--- src/rtl/game_pkg.sv ---
// Shared state encoding, widths and miss popcount for the game-flow sequencer.
// Pure definitions; no timing or flow control of its own.
package game_pkg;

  typedef enum logic [2:0] {
    ST_IDLE  = 3'd0,
    ST_WAIT  = 3'd1,
    ST_RUN   = 3'd2,
    ST_PAUSE = 3'd3,
    ST_STOP  = 3'd4
  } state_t;

  localparam int LIVES_W = 4;
  localparam int PC_W    = 6;
  localparam int MISS_MAX = 32;

  function automatic logic [PC_W-1:0] popcount(input logic [MISS_MAX-1:0] v);
    logic [PC_W-1:0] n;
    n = '0;
    for (int i = 0; i < MISS_MAX; i++) begin
      n = n + PC_W'(v[i]);
    end
    return n;
  endfunction

endpackage

--- src/rtl/game_flow_ctrl_hold_counter.sv ---
// Result-screen lockout: counts while enabled, saturates at HOLD_CYC-1, done is registered.
// done rises in the same cycle the count reaches HOLD_CYC-1; clear wins over enable.
module hold_counter #(
  parameter int HOLD_CYC = 100000000
) (
  input  logic clk,
  input  logic rst,
  input  logic clear,
  input  logic en,
  output logic done
);

  localparam int CW = (HOLD_CYC > 1) ? $clog2(HOLD_CYC) : 1;
  localparam logic [CW-1:0] MAX = CW'(HOLD_CYC - 1);

  logic [CW-1:0] cnt;
  logic [CW-1:0] nxt;

  always_comb begin
    nxt = (cnt == MAX) ? cnt : cnt + CW'(1);
  end

  always_ff @(posedge clk) begin
    if (rst || clear) begin
      cnt  <= '0;
      done <= 1'b0;
    end else if (en) begin
      cnt  <= nxt;
      done <= (nxt == MAX);
    end
  end

endmodule

--- src/rtl/game_flow_ctrl.sv ---
// Rhythm-game flow sequencer: IDLE/WAIT/RUN/PAUSE/STOP, solver and music control, lives budget.
// All outputs registered; decisions take effect the cycle after the triggering input.
module game_flow_ctrl
  import game_pkg::*;
#(
  parameter int LANES    = 4,
  parameter int LIVES    = 3,
  parameter int HOLD_CYC = 100000000,
  parameter int PW       = 16
) (
  input  logic               clk,
  input  logic               rst,
  input  logic               key,
  input  logic               abort,
  input  logic               pause_tog,
  input  logic               ready,
  input  logic               endpass,
  input  logic [LANES-1:0]   miss,
  input  logic               keep,
  input  logic [PW-1:0]      perc,
  output logic [2:0]         state,
  output logic               prepare,
  output logic               start,
  output logic               halt,
  output logic               mus_start,
  output logic               mus_end,
  output logic               mus_wrong,
  output logic [LIVES_W-1:0] lives_left,
  output logic               wa,
  output logic [PW-1:0]      saved_perc,
  output logic               result_ok
);

  localparam logic [LIVES_W-1:0] LIVES_INIT = LIVES_W'(LIVES);

  state_t            st;
  logic              played;
  logic [PC_W-1:0]   pc;
  logic [PC_W-1:0]   lives_ext;
  logic [PC_W-1:0]   lives_rem;
  logic              lethal;
  logic              hit;
  logic              hold_clear;

  assign state = st;

  always_comb begin
    pc        = popcount(MISS_MAX'(miss));
    lives_ext = PC_W'(lives_left);
    lives_rem = lives_ext - pc;
    // pc >= lives is the non-underflowing form of (lives - pc) <= 0
    lethal    = !keep && (pc >= lives_ext);
    hit       = !keep && (pc != '0);
  end

  // Counter is held clear outside STOP and on the accepted exit key, so
  // result_ok never lingers into IDLE.
  assign hold_clear = (st != ST_STOP) || (key && result_ok);

  hold_counter #(
    .HOLD_CYC (HOLD_CYC)
  ) u_hold (
    .clk   (clk),
    .rst   (rst),
    .clear (hold_clear),
    .en    (st == ST_STOP),
    .done  (result_ok)
  );

  always_ff @(posedge clk) begin
    if (rst) begin
      st         <= ST_IDLE;
      played     <= 1'b0;
      prepare    <= 1'b0;
      start      <= 1'b0;
      halt       <= 1'b0;
      mus_start  <= 1'b0;
      mus_end    <= 1'b1;
      mus_wrong  <= 1'b0;
      lives_left <= LIVES_INIT;
      wa         <= 1'b0;
      saved_perc <= '0;
    end else begin
      start     <= 1'b0;
      mus_start <= 1'b0;
      case (st)
        ST_IDLE: begin
          mus_end    <= 1'b1;
          wa         <= 1'b0;
          mus_wrong  <= 1'b0;
          lives_left <= LIVES_INIT;
          if (key || played) begin
            st      <= ST_WAIT;
            prepare <= 1'b1;
            halt    <= 1'b0;
            played  <= 1'b1;
            mus_end <= 1'b0;
          end
        end

        ST_WAIT: begin
          mus_end <= 1'b0;
          if (ready && key) begin
            st        <= ST_RUN;
            prepare   <= 1'b0;
            start     <= 1'b1;
            mus_start <= 1'b1;
          end
        end

        ST_RUN: begin
          if (endpass) begin
            st   <= ST_STOP;
            halt <= 1'b1;
          end else if (abort) begin
            st      <= ST_IDLE;
            halt    <= 1'b1;
            mus_end <= 1'b1;
          end else if (lethal) begin
            st         <= ST_STOP;
            halt       <= 1'b1;
            wa         <= 1'b1;
            mus_wrong  <= 1'b1;
            mus_end    <= 1'b1;
            saved_perc <= perc;
            lives_left <= '0;
          end else begin
            // A survivable miss and a pause request in the same cycle both take effect.
            if (hit) begin
              lives_left <= lives_rem[LIVES_W-1:0];
            end
            if (pause_tog) begin
              st      <= ST_PAUSE;
              halt    <= 1'b1;
              mus_end <= 1'b1;
            end
          end
        end

        ST_PAUSE: begin
          if (abort) begin
            st      <= ST_IDLE;
            halt    <= 1'b1;
            mus_end <= 1'b1;
          end else if (pause_tog) begin
            st        <= ST_RUN;
            halt      <= 1'b0;
            mus_end   <= 1'b0;
            mus_start <= 1'b1;
          end
        end

        ST_STOP: begin
          if (key && result_ok) begin
            st         <= ST_IDLE;
            mus_end    <= 1'b1;
            wa         <= 1'b0;
            mus_wrong  <= 1'b0;
            lives_left <= LIVES_INIT;
          end
        end

        default: st <= ST_IDLE;
      endcase
    end
  end

endmodule

--- config.mk ---
export PLATFORM = sky130hd
export DESIGN_NAME = game_flow_ctrl
export DESIGN_NICKNAME = d
export VERILOG_FILES = /design/src/rtl/game_pkg.sv /design/src/rtl/game_flow_ctrl_hold_counter.sv /design/src/rtl/game_flow_ctrl.sv
export SDC_FILE = /design/constraint.sdc
export NUM_CORES = 1
export LEC_CHECK = 0
export CAP_MARGIN = 0
export CORE_MARGIN = 8
export CORE_UTILIZATION = 30
export DETAILED_ROUTE_END_ITERATION = 10
export PLACE_DENSITY_LB_ADDON = 0.08
export SETUP_SLACK_MARGIN = 0.2
export SYNTH_ARGS = -nofsm -noshare
export SYNTH_HDL_FRONTEND = slang
export SYNTH_SLANG_ARGS = --single-unit
--- constraint.sdc ---
create_clock -name clk -period 7.8 [get_ports clk]
set_clock_uncertainty 0.2 [all_clocks]
set_input_delay 1.56 -clock clk [delete_from_list [all_inputs] [get_ports clk]]
set_output_delay 1.56 -clock clk [all_outputs]
set_load 0.01 [all_outputs]
==> results by group <==
Critical path
  – Critical Path RT: 7.81 ns
  – Cell Chain, Critical Path: clkdlybuf4s50_1, inv_1, fa_1, inv_1, ha_1, ha_1, inv_1, fa_1, a21oi_1, o21a_1, nand3_1, mux2i_1, nor2_1
  – Slowest stage delay, CP: 0.70 ns
  – R2R depth: 7
  – R2R Path Start: u_hold.cnt[0]$_SDFFE_PP0N_
  – Worst path bufs/invs: 4
  – Worst R2R End: u_hold.done$_SDFFE_PP0N_
  – Most common cell on crit path: inv_1
  – Slowest-stage cell, CP: nand3_1
  – R2R Setup Slk: 4.96 ns
  – Crit path kind: primary input to flop
  – Endpoint class of the critical path: flop
  – Arrival time at the worst endpoint: 5.09 ns
  – Delay-heaviest family, CP: adder cells
  – Crit-path max FO: 16
  – Worst setup SP type: primary input

Clock tree
  – Clk Latency, worst-skew pair: 0.33 ns
  – Post-CTS Setup Inserts: 0
  – Clock slew at reported path FFs: 0.07 ns
  – PostCTS Resize Cnt: 0
  – Clock Sinks: 58
  – Number of H-tree levels: 3
  – TritonCTS buffer count: 9
  – # hold bufs at CTS: 0
  – Clk root buf: clkbuf_8
  – CTS tree: done
  – CTS Buffer Depth: 2

Placement
  – Port bufs: 58
  – Placed inst area: 3766 um^2
  – Placed insts: 546
  – GPL Wtd Cong: 0.7573
  – Post-DP HPWL: 5899 um

Synthesis
  – Main combinational cell family by area after synthesis: simple AND/OR/NAND/NOR gates
  – Post-synthesis xor/xnor area fraction: 6.750%
  – Complex-gate fraction of the synthesized area: 9.883%
  – Primary FF master, synth: dfxtp_1
  – Mapped Area: 3114 um^2
  – Synth Area in Adders: 3.696%
  – Cells after Synth: 367
  – Post-synth top area share: 37.28%
  – Synth Area in Simple Gates: 29.69%
  – Ys Warns: 0
  – Syn_nets: 403
  – Post-synth EDFFs: 0
  – Mux share of post-synthesis cell area: 7.111%
  – Area leader, netlist: dfxtp_1
  – Top area cells in the synthesized netlist: dfxtp_1, nor2_1, mux2i_1
  – Async SR Flop Fraction: 0%
  – Syn avg cell area: 8.486 um^2
  – Seq/Total Area, Yosys: 37.28%
  – Yosys cell types: 53
  – Seq cells post-synth: 58

Floorplanning
  – Die ar.: 13900 um^2
  – Die height: 117.9 um
  – Die Wd: 117.9 um
  – Core footprint: 10180 um^2
  – Io pins: 59
  – # rows: 37
  – Starting Density: 30.58%

Detailed routing
  – Metal2 WL: 3949 um
  – Top sig layer: met4
  – Metal3 WL: 222 um
  – Routed length on met1: 3705 um
  – Routed Antenna Nets: 0
  – Final wirelength: 7964 um
  – Initial DRC Count: 72
  – Residual DRC: 0
  – TritonRoute pass-1 iters: 4
  – Vias: 2658
  – WL per Instance: 14.22 um
  – Vias per cell: 4.746

Layout
  – Most frequent cells in the layout: nor2_1, dfxtp_1, clkdlybuf4s50_1
  – Final nets: 457
  – Area grow syn2layout: 26.64%
  – Area of the multi-input gates: 1779 um^2
  – FILL cells: 1066
  – Commonest non-fill, non-tap cell in the layout: nor2_1
  – Layout cells sized above 1: 8.019%
  – Register Area: 1161 um^2
  – Final instance area: 3944 um^2
  – Diodes inserted: 0
  – Non-filler cells, final: 560

Global routing
  – Initial antenna violation count: 0
  – Vias in the first global route: 2696
  – GRT overflow: 0
  – Largest net degree at the start of global routing: 30
  – First-pass GRT wire length: 13510 um
  – Gr usage total: 11.79%

Pwr
  – P_int: 0.5023 mW
  – Pwr dens: 174.3 nW/um^2
  – Pleak: 1.506 nW
  – Sequential share of power: 46.5%
  – Combinational power share: 16.6%
  – Maximum vdd ir drop: 0.07786 mV
  – Power share of the clock group: 36.9%
  – Net Sw Frac: 26.91%
  – Sw power: 0.1850 mW

Outcome
  – Status: complete, no violations

STA
  – Final hold violation count: 0
  – Final setup TNS: 0 ns
  – Actual slew at the worst max-slew pin: 1.006 ns
  – RSZ-0062 raised after global routing: false
  – Fmax: 0.1969 GHz
  – Period utilization: 65.12%
  – Max-slew violations: 0
  – Final setup vio count: 0
  – Tmin final: 5.079 ns
  – Headroom to the max-slew limit: 32.73%

Worst hold path
  – Worst Hold End: played$_SDFFE_PP0P_
  – Min-delay src: played$_SDFFE_PP0P_
  – Hold Path Class: flop to flop
  – Hold Path Depth: 2

Run
  – Max-cap violation count: 0
power groups by stage:
stage          clock [mW]  combinational, mW  sequential (mW)
4_1_cts             0.269              0.116            0.320
2_1_floorplan           0             0.0703            0.324
3_5_place_dp            0              0.116            0.327
6_report            0.253              0.114            0.320
3_3_place_gp            0              0.116            0.327
5_1_grt             0.281              0.131            0.322
routing by layer:
metal	vias to the layer above	global-route usage [%]
li1	1381	-
met1	1233	13.66
met2	37	20.54
met3	7	3.022
met4	0	4.083
met5	-	0
tightest hold or removal path, stage by stage (launching register included):
cell     delay, ns
dfxtp_1       0.33
a21oi_1       0.04
nor2_1        0.07
flip-flops by register name, indices dropped and copies added (netlist names):
signal	cells
wa	1
mus_end	1
u_hold.done	1
lives_left	4
start	1
saved_perc	16
played	1
prepare	1
mus_start	1
state	3
u_hold.cnt	27
halt	1
cell families after synthesis:
logic type                 Yosys count
DFF                                 58
adders and majority gates            8
AOI/OAI and AO/OA                   50
and+or+nand+nor                    172
xor gates and xnor gates            24
muxes                               22
buffers and inverters               33
final cells by class:
type / count / area share [%]
clock buffer: 12 / 4.188
sequential: 58 / 29.44
inverter: 16 / 1.523
multi-input combinational: 276 / 45.11
clock inverter: 2 / 0.3173
timing repair buffer: 60 / 15.10
tap: 136 / 4.315
synthesized netlist by cell type, drive strengths merged (2+ instances only):
master    n
fa        2
nor4      8
nor3b     4
and3b     2
dfxtp    58
mux2i    21
nor3     13
nor2b     5
a2111oi   3
and4      3
nor2     67
a211oi    2
nand3    21
a31oi     3
ha        6
nand2b    3
nand4     9
buf       7
o2111ai   2
clkbuf   10
a21oi    19
xor2     12
or3       3
o21ai    14
nand2    24
xnor2    12
inv      16
and3      5
per-stage QoR:
stage | utilization [%] | total power, mW | setup WS (ns) | hold WS [ns]
after global placement | 36.98 | 0.4431 | 2.356 | 0.2533
after CTS | 38.72 | 0.7046 | 2.699 | 0.2767
after floorplan | - | 0.3941 | 3.285 | 0.2374
after detailed placement | 36.98 | 0.4425 | 2.334 | 0.2562
after global routing | 38.72 | 0.7338 | 2.388 | 0.3149
final | 38.72 | 0.6872 | 2.721 | 0.2689
worst max path at each step:
stage | start | to | slack [ns] | depth (start not counted)
2_1_floorplan | miss[0] | lives_left[1]$_SDFFE_PP1P_ | 3.28 | 13
3_3_place_gp | miss[0] | saved_perc[4]$_SDFFE_PP0P_ | 2.36 | 13
3_5_place_dp | miss[0] | saved_perc[3]$_SDFFE_PP0P_ | 2.33 | 13
4_1_cts | miss[0] | saved_perc[1]$_SDFFE_PP0P_ | 2.70 | 13
5_1_grt | miss[0] | lives_left[1]$_SDFFE_PP1P_ | 2.39 | 14
6_report | miss[0] | saved_perc[3]$_SDFFE_PP0P_ | 2.72 | 13
(Power assumes the default switching activity.)
